`config.mk`:
```
export PLATFORM = sky130hd
export DESIGN_NAME = switch_router_ctrl
export DESIGN_NICKNAME = d
export VERILOG_FILES = /design/src/rtl/switch_router_ctrl.sv
export SDC_FILE = /design/constraint.sdc
export NUM_CORES = 1
export LEC_CHECK = 0
export CAP_MARGIN = 10
export CORE_MARGIN = 2
export CORE_UTILIZATION = 50
export DETAILED_ROUTE_END_ITERATION = 7
export GPL_TIMING_DRIVEN = 0
export HOLD_SLACK_MARGIN = 0.03
export MAX_ROUTING_LAYER = met4
export PLACE_DENSITY_LB_ADDON = 0.12
export SETUP_SLACK_MARGIN = 0.15
export SYNTH_ARGS = -nofsm -noshare
export SYNTH_HDL_FRONTEND = slang
export SYNTH_SLANG_ARGS = --single-unit
```
`constraint.sdc`:
```
create_clock -name clk -period 5.1 [get_ports clk]
set_clock_uncertainty 0.15 [all_clocks]
set_input_delay 0.765 -clock clk [delete_from_list [all_inputs] [get_ports clk]]
set_output_delay 0.765 -clock clk [all_outputs]
set_load 0.02 [all_outputs]
```
`src/rtl/switch_router_ctrl.sv`:
```
// -----------------------------------------------------------------------------
// switch_router_ctrl
//
// Purpose:
//   Packet router with one upstream stream and two downstream ports (c1, c0).
//   A packet's destination is decided in IDLE. From the following cycle, every
//   beat of that packet is steered into the chosen port's one-entry output
//   register, until the beat carrying in_last has been accepted.
//   Each output port keeps an 8-bit count of the packets fully accepted
//   toward it. This count wraps from 255 to 0.
//
// Optional feature (compile-time macro):
//   SWITCH_ROUTER_RR_EN - when defined, sel is ignored. The destination comes
//                         from a 1-bit round-robin pointer. The pointer starts
//                         at c0 after reset and toggles on every accepted last
//                         beat. When undefined, the destination is sel as
//                         sampled in IDLE, and no pointer register exists.
//
// Ports:
//   clk        in   clock, all state updates on the rising edge
//   rst_n      in   synchronous active-low reset
//   sel        in   destination select (1 -> c1, 0 -> c0), used in IDLE only
//   in_valid   in   upstream beat valid
//   in_data    in   upstream beat data [DATA_W-1:0]
//   in_last    in   upstream end-of-packet
//   in_ready   out  upstream beat accepted when in_valid & in_ready
//   c1_*/c0_*  valid/data/last out, ready in: downstream ports
//   c1_pkts    out  packets fully accepted toward c1 (8 bit, wrapping)
//   c0_pkts    out  packets fully accepted toward c0 (8 bit, wrapping)
//   busy       out  high whenever the FSM is not IDLE
// -----------------------------------------------------------------------------
module switch_router_ctrl #(
    parameter int DATA_W = 8
) (
    input  logic              clk,
    input  logic              rst_n,
    input  logic              sel,
    input  logic              in_valid,
    input  logic [DATA_W-1:0] in_data,
    input  logic              in_last,
    output logic              in_ready,
    output logic              c1_valid,
    output logic [DATA_W-1:0] c1_data,
    output logic              c1_last,
    input  logic              c1_ready,
    output logic              c0_valid,
    output logic [DATA_W-1:0] c0_data,
    output logic              c0_last,
    input  logic              c0_ready,
    output logic [7:0]        c1_pkts,
    output logic [7:0]        c0_pkts,
    output logic              busy
);

    typedef enum logic [1:0] {
        ST_IDLE = 2'd0,
        ST_PKT1 = 2'd1,
        ST_PKT0 = 2'd2
    } state_e;

    state_e              state_q, state_d;

    logic                c1_valid_q, c1_valid_d;
    logic [DATA_W-1:0]   c1_data_q,  c1_data_d;
    logic                c1_last_q,  c1_last_d;
    logic [7:0]          c1_pkts_q,  c1_pkts_d;

    logic                c0_valid_q, c0_valid_d;
    logic [DATA_W-1:0]   c0_data_q,  c0_data_d;
    logic                c0_last_q,  c0_last_d;
    logic [7:0]          c0_pkts_q,  c0_pkts_d;

    logic                dest_s;
    logic                in_ready_s;
    logic                accept_s;
    logic                load1_s;
    logic                load0_s;

`ifdef SWITCH_ROUTER_RR_EN
    logic                rr_ptr_q, rr_ptr_d;

    // Round-robin destination: sel is deliberately not used in this build.
    always_comb begin
        dest_s = rr_ptr_q;
    end
`else
    // Destination follows sel; it only matters while the FSM is IDLE.
    always_comb begin
        dest_s = sel;
    end
`endif

    // Upstream ready: only while in a packet, and only if the selected
    // output register is empty or is being drained this cycle.
    always_comb begin
        in_ready_s = 1'b0;
        case (state_q)
            ST_PKT1: in_ready_s = ~c1_valid_q | c1_ready;
            ST_PKT0: in_ready_s = ~c0_valid_q | c0_ready;
            default: in_ready_s = 1'b0;
        endcase
    end

    // Beat acceptance and per-port load strobes. At most one strobe can be
    // high, because the state selects exactly one port.
    always_comb begin
        accept_s = in_valid & in_ready_s;
        load1_s  = accept_s & (state_q == ST_PKT1);
        load0_s  = accept_s & (state_q == ST_PKT0);
    end

    // FSM next state. The routing decision is registered, so the first beat
    // cannot be accepted before the cycle after IDLE sees in_valid.
    always_comb begin
        state_d = state_q;
        case (state_q)
            ST_IDLE: begin
                if (in_valid) begin
                    state_d = dest_s ? ST_PKT1 : ST_PKT0;
                end else begin
                    state_d = ST_IDLE;
                end
            end
            ST_PKT1, ST_PKT0: begin
                if (accept_s && in_last) begin
                    state_d = ST_IDLE;
                end else begin
                    state_d = state_q;
                end
            end
            default: state_d = ST_IDLE;
        endcase
    end

    // Port c1 output register. A load wins over a drain, so a beat is never
    // lost when the register is drained and refilled in the same cycle.
    always_comb begin
        c1_valid_d = c1_valid_q;
        c1_data_d  = c1_data_q;
        c1_last_d  = c1_last_q;
        c1_pkts_d  = c1_pkts_q;
        if (load1_s) begin
            c1_valid_d = 1'b1;
            c1_data_d  = in_data;
            c1_last_d  = in_last;
            if (in_last) begin
                c1_pkts_d = c1_pkts_q + 8'd1;
            end else begin
                c1_pkts_d = c1_pkts_q;
            end
        end else if (c1_valid_q && c1_ready) begin
            c1_valid_d = 1'b0;
        end else begin
            c1_valid_d = c1_valid_q;
        end
    end

    // Port c0 output register. It has the same behaviour as c1.
    always_comb begin
        c0_valid_d = c0_valid_q;
        c0_data_d  = c0_data_q;
        c0_last_d  = c0_last_q;
        c0_pkts_d  = c0_pkts_q;
        if (load0_s) begin
            c0_valid_d = 1'b1;
            c0_data_d  = in_data;
            c0_last_d  = in_last;
            if (in_last) begin
                c0_pkts_d = c0_pkts_q + 8'd1;
            end else begin
                c0_pkts_d = c0_pkts_q;
            end
        end else if (c0_valid_q && c0_ready) begin
            c0_valid_d = 1'b0;
        end else begin
            c0_valid_d = c0_valid_q;
        end
    end

`ifdef SWITCH_ROUTER_RR_EN
    // Round-robin pointer toggles once per completed packet.
    always_comb begin
        if (accept_s && in_last) begin
            rr_ptr_d = ~rr_ptr_q;
        end else begin
            rr_ptr_d = rr_ptr_q;
        end
    end

    // Round-robin pointer register. It restarts at c0 on reset.
    always_ff @(posedge clk) begin
        if (!rst_n) begin
            rr_ptr_q <= 1'b0;
        end else begin
            rr_ptr_q <= rr_ptr_d;
        end
    end
`endif

    // State and datapath registers. Reset drops any held or partial packet.
    always_ff @(posedge clk) begin
        if (!rst_n) begin
            state_q    <= ST_IDLE;
            c1_valid_q <= 1'b0;
            c1_data_q  <= {DATA_W{1'b0}};
            c1_last_q  <= 1'b0;
            c1_pkts_q  <= 8'd0;
            c0_valid_q <= 1'b0;
            c0_data_q  <= {DATA_W{1'b0}};
            c0_last_q  <= 1'b0;
            c0_pkts_q  <= 8'd0;
        end else begin
            state_q    <= state_d;
            c1_valid_q <= c1_valid_d;
            c1_data_q  <= c1_data_d;
            c1_last_q  <= c1_last_d;
            c1_pkts_q  <= c1_pkts_d;
            c0_valid_q <= c0_valid_d;
            c0_data_q  <= c0_data_d;
            c0_last_q  <= c0_last_d;
            c0_pkts_q  <= c0_pkts_d;
        end
    end

    // Output drive. Everything is registered, except in_ready, which must
    // see same-cycle downstream ready to sustain full throughput.
    always_comb begin
        in_ready = in_ready_s;
        c1_valid = c1_valid_q;
        c1_data  = c1_data_q;
        c1_last  = c1_last_q;
        c0_valid = c0_valid_q;
        c0_data  = c0_data_q;
        c0_last  = c0_last_q;
        c1_pkts  = c1_pkts_q;
        c0_pkts  = c0_pkts_q;
        busy     = (state_q != ST_IDLE);
    end

endmodule

```
==> impl_metrics.tcl <==
set metrics [dict create \
    synth_cells 206 \
    synth_nets 226 \
    dp_hpwl_um 3278 \
    antenna_left 0 \
    drt-total-wl_um 4516 \
    cts_root_buf "clkbuf_4" \
    regArea_um2 760.7 \
    ios 53 \
    yosysTopAreaCellShare_pct 43.24 \
    final.fill_count 303 \
    clk_pin_slew_ns 0.11 \
    antenna_found_initial 0 \
    max_slew_margin_pct 61.78 \
    yosys.area.top_type "dfxtp_1" \
    yosysSeqAreaShare_pct 43.24 \
    drive_gt1_share_pct 7.519 \
    first_pass_iters 4 \
    rsz0062_at_grt "no" \
    cp.required_ns 4.18 \
    clock-sinks 38 \
    crit_top_cell "clkdlybuf4s50_1" \
    diodes 0 \
    multi_input_area_um2 929.6 \
    syn_to_final_growth_pct 36.27 \
    yosysUniqueCellTypes 39 \
    power.density_nw_per_um2 217.6 \
    avgSynthCellArea_um2 8.540 \
    fin_crit_sh_pct 68.05 \
    grt_use_total_pct 24.05 \
    ctsHtreeMaxLevel 2 \
    portBuffers 52 \
    cts_hold_buf 0 \
    period_needed_ns 3.471 \
    max_freq_mhz 288.1 \
    cpPeakStageDelay_ns 0.55 \
    cts_resized 0 \
    finalMaxSlewViolations 0 \
    coreArea_um2 3363 \
    yosys_warnings 0 \
    synth.area.top_cells "dfxtp_1 (43%), a21oi_1 (9.1%), o21ai_0 (6.8%)" \
    crit_path_start_kind "input pin" \
    grt-ovfl-total 0 \
    crit_type "in -> out" \
    drt_iter0_drc 145 \
    worstMarginPinSlew_ns 0.5733 \
    cp-end-kind "primary output" \
    r2r_cells 7 \
    clkLatencyLatePin_ns 0.34 \
    ys_seq_elements 38 \
    setup-violations-final 0 \
    die_w_um 63.32 \
    finalHoldViolCount 0 \
    vias_per_cell 5.647 \
    nNetsFinal 285 \
    grt_max_degree 12 \
    rows 21 \
    wl_per_cell_um 14.47 \
    ir_drop_mv 0.1562 \
    final.setup.tns_ns 0 \
    reg2reg_slack_ns 3.00 \
    grt_pass1_vias 1620 \
    grt_pass1_wl_um 7541 \
    dieArea_um2 4009 \
    status "completed" \
    syn_area_um2 1759 \
    routabilityCongestion 0.8214 \
    cts_buffer_depth 2 \
    postCtsSetupBuffers 0 \
    start_util_pct 52.31 \
    cp_slowest_cell "clkdlybuf4s50_1" \
    vias 1762 \
    min_delay_path_depth 2 \
    crit_fanout 7 \
    whs_ns 0.3361 \
    p_leak_nw 0.8020 \
    cts_tree "built" \
    cp_data_arrival_time_ns 2.56 \
    hold_path.class "reg -> reg" \
    drcViolationCount 0 \
    cts_buffers 5 \
    cap_violations 0 \
    crit_chain "clkdlybuf4s50_1 > nand2b_1 > a22oi_1 > nor2b_1 > clkdlybuf4s50_1" \
    die_h_um 63.32 \
]
## routing by layer
metal | part of all wire (%) | GRT usage (%) | routed length (µm) | vias to the layer above
met4 | 0.55 | 6.522 | 25 | 0
met5 | 0 | - | 0 | -
met1 | 46 | 32.36 | 2081 | 830
li1 | - | - | - | 877
met2 | 48 | 36.97 | 2146 | 51
met3 | 5.8 | 5.000 | 263 | 4
## where the power goes
part | leakage (nW) | internal, mW | switching (mW)
logic | 0.461 | 0.0237 | 0.0323
registers | 0.306 | 0.299 | 0.00151
clock network | 0.0353 | 0.0669 | 0.0983
total | 0.802 | 0.390 | 0.132
## critical path: cells and delay by family
family / cells / cell delay [ns]
simple gates: 2 / 0.35
compound gates: 1 / 0.48
buf+inv: 2 / 0.96
## kinds of logic (layout without fill, tap and decap cells)
group / Yosys count / after routing / synth area share (%)
AO/OA/AOI/OAI: 73 / 73 / 23.90
adder cells (fa/ha/maj): 5 / 5 / 3.556
buffers and inverters: 16 / 76 / 3.911
flip-flops: 38 / 38 / 43.24
multiplexers: 4 / 4 / 2.276
AND/OR/NAND/NOR: 70 / 70 / 23.12
## layout by cell type (no fill, tap or decap), types with 3 or more instances in the layout
master	n
a21oi_1	32
buf_2	4
clkbuf_1	7
clkbuf_4	5
clkdlybuf4s50_1	52
dfxtp_1	38
ha_1	5
inv_1	4
mux2i_1	4
nand2_1	16
nand2b_1	5
nand3_1	23
o21ai_0	24
o31ai_1	6
or3_1	3
or4_1	6
## layout make-up
class                      instances  area share (%)
multi-input combinational        152           38.78
clock buffer                       7           2.296
sequential                        38           31.73
buffer                            12           2.244
tap                               46           2.401
inverter                           4          0.6263
timing repair buffer              52           21.71
clock inverter                     1          0.2088
## Yosys cell counts
cell      number
dfxtp_1       38
a21oi_1       32
o21ai_0       24
nand3_1       23
nand2_1       16
clkbuf_1       6
o31ai_1        6
or4_1          6
ha_1           5
nand2b_1       5
buf_2          4
inv_1          4
mux2i_1        4
or3_1          3
nand4_1        2
nor2b_1        2
nor4_1         2
o21a_1         2
o31a_1         2
a21o_1         1
a21oi_2        1
a22o_1         1
a22oi_1        1
a22oi_2        1
and2_1         1
and2_2         1
and3_2         1
and3_4         1
and4_1         1
and4_2         1
buf_1          1
buf_4          1
nand4_4        1
nand4b_1       1
nor2_1         1
nor3b_1        1
o311ai_0       1
o41ai_1        1
or2_2          1
## registers in the layout, indices dropped and copies added, names as in the netlist
signal / count
c0_data: 8
c0_pkts: 8
c1_data: 8
c1_pkts: 8
state_q: 2
c0_last: 1
c0_valid: 1
c1_last: 1
c1_valid: 1
## final timing paths
path | end | startpoint
hold reg to reg | c1_data[2]$_SDFFE_PN0P_ | c1_data[2]$_SDFFE_PN0P_
hold / removal | c1_data[2]$_SDFFE_PN0P_ | c1_data[2]$_SDFFE_PN0P_
setup / recovery | in_ready | c1_ready
setup reg to reg | c0_pkts[7]$_SDFFE_PN0P_ | state_q[0]$_SDFFE_PN0P_
## through the flow
step | cells | power [mW] | utilization (%) | cell area, µm² | setup WS [ns]
floorplan | 206 | 0.3362 | - | 1759 | 2.633
global placement | 304 | 0.3622 | 69.49 | 2337 | 1.618
detailed placement | 304 | 0.3623 | 69.49 | 2337 | 1.613
CTS | 312 | 0.5240 | 71.28 | 2397 | 1.621
global route | 312 | 0.5459 | 71.28 | 2397 | 1.479
finish | 312 | 0.5217 | 71.28 | 2397 | 1.629
(Power assumes the default switching activity.)
==> patch 1, RTL diff (same settings) <==
The option `SWITCH_ROUTER_RR_EN` is turned on by a define.
--- a/src/rtl/switch_router_ctrl.sv
+++ b/src/rtl/switch_router_ctrl.sv
@@ -29,6 +29,8 @@
 //   c0_pkts    out  packets fully accepted toward c0 (8 bit, wrapping)
 //   busy       out  high whenever the FSM is not IDLE
 // -----------------------------------------------------------------------------
+`define SWITCH_ROUTER_RR_EN
+
 module switch_router_ctrl #(
     parameter int DATA_W = 8
 ) (
Formal check against the unedited RTL: not equivalent (Yosys sat finds a counterexample within 4 cycles, from zero or initial values and one cycle with rst_n low).
==> patch 1 against the original RTL <==
Total power down 6.0%. Final area down 0.57%. Routed wire length is 0.22% lower. Critical path type unchanged. Setup slack lost 0.30 ns. Clock power is 14% lower. Area after synthesis up 2.0%. Synthesized cell count increased by 2.4%. Combinational power down 25%. Sequential cell count is 1 higher.
==> patch 1: results (changes against the original RTL) <==
| Metric | Value |
|---|---|
| Reg2Reg Depth | `9 (was 7)` |
| Worst hold path depth | `2 (unchanged)` |
| Clock transition at the registers of the reported paths | `0.11 ns (about the same)` |
| Total CTS buffers | `5 (unchanged)` |
| Max clock buf depth | `2 (unchanged)` |
| Outcome | `complete, no violations (unchanged)` |
| Leakage | `0.781 nW (was 0.802 nW)` |
| Area contributors post-synth | `dfxtp_1 (44%), a21oi_1 (8.9%), o21ai_0 (6.4%) (was dfxtp_1 (43%), a21oi_1 (9.1%), o21ai_0 (6.8%))` |
| WL/cell | `14.4 microns (was 14.5 microns)` |
| Initial detailed-routing violation count | `101 (was 145)` |
| Async SR Flop Fraction | `0% (unchanged)` |
| Crit path DAT | `2.85 ns (was 2.56 ns)` |
| Post-synth net total | `231 (was 226)` |
| Synth Warn # | `0 (unchanged)` |
| Global-route wire length before repair | `7.27 mm (was 7.54 mm)` |
| Fraction of final layout cells sized beyond drive strength 1 | `4.51% (was 7.52%)` |
| CP max FO | `10 (was 7)` |
| Peak supply drop | `0.141 mV (was 0.156 mV)` |
| DRT Wirelength | `4.51 mm (was 4.52 mm)` |
| Post-synth EDFFs | `0 (unchanged)` |
| Vias in the first global route | `1531 (was 1620)` |
| Number of setup buffers added after CTS | `0 (unchanged)` |
| DP HPWL | `3.21 mm (was 3.28 mm)` |
| Worst Hold Class | `register to register (unchanged)` |
| CTS Hold Bufs | `0 (unchanged)` |
| H-tree depth | `2 (unchanged)` |
| Total global routing track utilization | `23.2% (was 24.0%)` |
| Post-synth top cells | `dfxtp_1 (39), a21oi_1 (32), o21ai_0 (23) (was dfxtp_1 (38), a21oi_1 (32), o21ai_0 (24))` |
| CTS resizes | `0 (unchanged)` |
| Final weighted congestion in routability-driven placement | `0.793 (was 0.821)` |
| Fin nets | `287 (was 285)` |
| Port bufs | `49 (was 52)` |
| Clock Latency Late Sink | `0.34 ns (about the same)` |
| Initial DRT Pass Iterations | `4 (unchanged)` |
| Mean area per synthesized cell | `8.50 sq um (was 8.54 sq um)` |
| Dpl cells | `306 (was 304)` |
| Clock root buffer | `clkbuf_4 (unchanged)` |
| Unique masters post-synth | `34 (was 39)` |
| Relative slew slack | `65.8% (was 61.8%)` |
| Seq/Total Area, Yosys | `43.5% (was 43.2%)` |
| Initial antenna violation count | `0 (unchanged)` |
| N_diodes | `0 (unchanged)` |
| Largest net degree at the start of global routing | `11 (was 12)` |
| Vias | `1796 (was 1762)` |
patch 1: cell types whose count changed after synthesis, moves of 2 or more:
cell	change
and3_1	+2
inv_1	+2
clkbuf_1	+3
nand4_1	+2
nor2b_1	-2
mux2i_1	+2
patch 1: layout make-up:
class,count,area [sq um]
plain buffers,15,67.6
repair buffers,49,490
fillers,282,1010
clock buffers,6,41.3
well taps,46,57.6
multi-input cells,151,923
flip-flops and latches,39,781
inverters,6,22.5
patch 1: logic make-up (layout without fill, tap and decap cells):
group	count (synthesis)	after routing	share of synthesized area, %
buffers and inverters	21	76	5.02
adders and majority gates	5	5	3.49
muxes	6	6	3.35
AOI/OAI and AO/OA	69	69	22.0
DFF	39	39	43.5
and+or+nand+nor	71	71	22.7
patch 1: where the power goes:
part	switching, mW	internal [mW]
Sequential	0.000732	0.305
Clock	0.0934	0.0491
Combinational	0.0248	0.0170
patch 1: metrics by stage:
step / setup slack, ns / cell area (sq um) / hold slack (ns)
2_1_floorplan: 2.48 / 1790 / 0.301
3_3_place_gp: 1.34 / 2340 / 0.302
3_5_place_dp: 1.34 / 2340 / 0.317
4_1_cts: 1.33 / 2380 / 0.331
5_1_grt: 1.25 / 2380 / 0.353
6_report: 1.33 / 2380 / 0.333
patch 1: per-layer routing:
metal / routed length, microns / vias to the layer above / part of all wire (%) / GRT usage (%)
li1: - / 887 / - / -
met1: 2110 / 841 / 47 / 32.2
met2: 2040 / 63 / 45 / 32.4
met3: 306 / 5 / 6.8 / 5.28
met4: 51 / 0 / 1.1 / 9.51
met5: 0 / - / 0 / -
patch 1: critical path, stage by stage:
cell and delay [ns]:
clkdlybuf4s50_1 0.39, nand2b_1 0.23, a32oi_2 0.34, buf_2 0.26
inv_1 0.11, buf_2 0.20, clkdlybuf4s50_1 0.55
patch 1: worst paths after layout:
kind | start | to | slack, ns
hold reg to reg | c1_pkts[7] | c1_pkts[7] | 0.33
setup reg to reg | state_q[0] | c0_data[3] | 2.83
setup / recovery | c0_ready | in_ready | 1.33
hold / removal | c1_pkts[7] | c1_pkts[7] | 0.33
==> patch 2, RTL diff (same settings) <==
Without the edit above. Take the reset off `c1_pkts_q` and `c0_pkts_q` and load them in a clocked block of their own.
--- a/src/rtl/switch_router_ctrl.sv
+++ b/src/rtl/switch_router_ctrl.sv
@@ -204,22 +204,23 @@
             c1_valid_q <= 1'b0;
             c1_data_q  <= {DATA_W{1'b0}};
             c1_last_q  <= 1'b0;
-            c1_pkts_q  <= 8'd0;
             c0_valid_q <= 1'b0;
             c0_data_q  <= {DATA_W{1'b0}};
             c0_last_q  <= 1'b0;
-            c0_pkts_q  <= 8'd0;
         end else begin
             state_q    <= state_d;
             c1_valid_q <= c1_valid_d;
             c1_data_q  <= c1_data_d;
             c1_last_q  <= c1_last_d;
-            c1_pkts_q  <= c1_pkts_d;
             c0_valid_q <= c0_valid_d;
             c0_data_q  <= c0_data_d;
             c0_last_q  <= c0_last_d;
-            c0_pkts_q  <= c0_pkts_d;
-        end
+        end
+    end
+
+    always_ff @(posedge clk) begin
+        c1_pkts_q <= c1_pkts_d;
+        c0_pkts_q <= c0_pkts_d;
     end
 
     // Output drive. Everything is registered, except in_ready, which must
Formal check against the unedited RTL: differs if rst_n is asserted again (counterexample within 4 cycles, from zero or initial values and one cycle with rst_n low); with rst_n held inactive, the same outputs for 10 cycles.
==> patch 2 against the original RTL <==
Sequential cell count is the same. Setup slack better by 0.26 ns. Final area down 4.4%. Non-clock buffer count decreased by 8. Total power rose by 5.6%. Area after synthesis decreased by 7.0%. Via count down 29%. Routed wire length is 29% lower. Fmax rose by 8.1%. Critical path type unchanged. Critical endpoint unchanged. Largest power group unchanged. Highest routed layer unchanged.
==> patch 2: results (changes against the original RTL) <==
| Metric | Value |
|---|---|
| Outcome | `complete, no violations (unchanged)` |
| Mean area per synthesized cell | `11.7 sq um (was 8.54 sq um)` |
| Seq/Total Area, Yosys | `56.3% (was 43.2%)` |
| Synth Area in XOR/XNOR | `6.43% (was 0%)` |
| Leakage | `0.793 nW (was 0.802 nW)` |
| Clk power | `0.195 mW (was 0.165 mW)` |
| Filler Cell Count | `226 (was 303)` |
| Multi-input combinational area share | `29.5% (was 38.8%)` |
| Via density | `5.11 (was 5.65)` |
| CORE AREA | `0.00308 sq mm (was 0.00336 sq mm)` |
| Met2 routed WL | `1.62 mm (was 2.15 mm)` |
| DP HPWL | `2.45 mm (was 3.28 mm)` |
| Area contributors post-synth | `edfxtp_1 (29%), dfxtp_1 (27%), mux2i_1 (9.8%) (was dfxtp_1 (43%), a21oi_1 (9.1%), o21ai_0 (6.8%))` |
| DRT Wirelength | `3.22 mm (was 4.52 mm)` |
| Comb_multi_in | `92 (was 152)` |
| Unique masters post-synth | `27 (was 39)` |
| Peak supply drop | `0.220 mV (was 0.156 mV)` |
| Routed length on met3 | `159 microns (was 263 microns)` |
| Nonclk inv count | `7 (was 4)` |
| Post-synth EDFFs | `16 (was 0)` |
| Internal power | `0.440 mW (was 0.390 mW)` |
| Post-synth top cells | `nand2_1 (28), dfxtp_1 (22), edfxtp_1 (16), mux2i_1 (16) (was dfxtp_1 (38), a21oi_1 (32), o21ai_0 (24))` |
| Reg2Reg Capture Point | `c0_pkts[0] (was c0_pkts[7])` |
| Mux cell area share after synthesis | `9.79% (was 2.28%)` |
| Fin cells | `245 (was 312)` |
| Adder-cell share of the synthesized area | `3.83% (was 3.56%)` |
| Worst reg-to-reg setup slack | `2.75 ns (was 3.00 ns)` |
| Total global routing track utilization | `19.8% (was 24.0%)` |
| Worst slew pin tran | `0.780 ns (was 0.573 ns)` |
| Comb power | `0.0395 mW (was 0.0561 mW)` |
| Leading area contributor after synthesis | `edfxtp_1 (was dfxtp_1)` |
| Crit path DAT | `2.30 ns (was 2.56 ns)` |
| Post-synth net total | `160 (was 226)` |
==> patch 2: cell types whose count changed in the layout (fill, tap and decap cells not counted), moves of 6 or more <==
cell	unedited run	this run
nand2_1	16	28
o21ai_0	24	0
xnor2_1	0	8
or4_1	6	0
edfxtp_1	0	16
mux2i_1	4	16
a21oi_1	32	1
dfxtp_1	38	22
nand3_1	23	8
o31ai_1	6	0
==> patch 2: per-stage QoR <==
step	hold WS, ns	total power [mW]	utilization (%)
floorplan	0.308	0.344	-
global placement	0.292	0.362	71.8
detailed placement	0.296	0.363	71.8
CTS	0.311	0.557	74.3
global route	0.318	0.576	74.4
finish	0.307	0.551	74.4
==> patch 2: worst max path at each step <==
| stage | end | slack, ns | depth (start not counted) |
|---|---|---|---|
| detailed placement | in_ready | 1.89 | 5 |
| finish | in_ready | 1.89 | 5 |
| CTS | in_ready | 1.87 | 5 |
| global route | in_ready | 1.84 | 5 |
| floorplan | in_ready | 2.78 | 3 |
| global placement | in_ready | 1.90 | 5 |
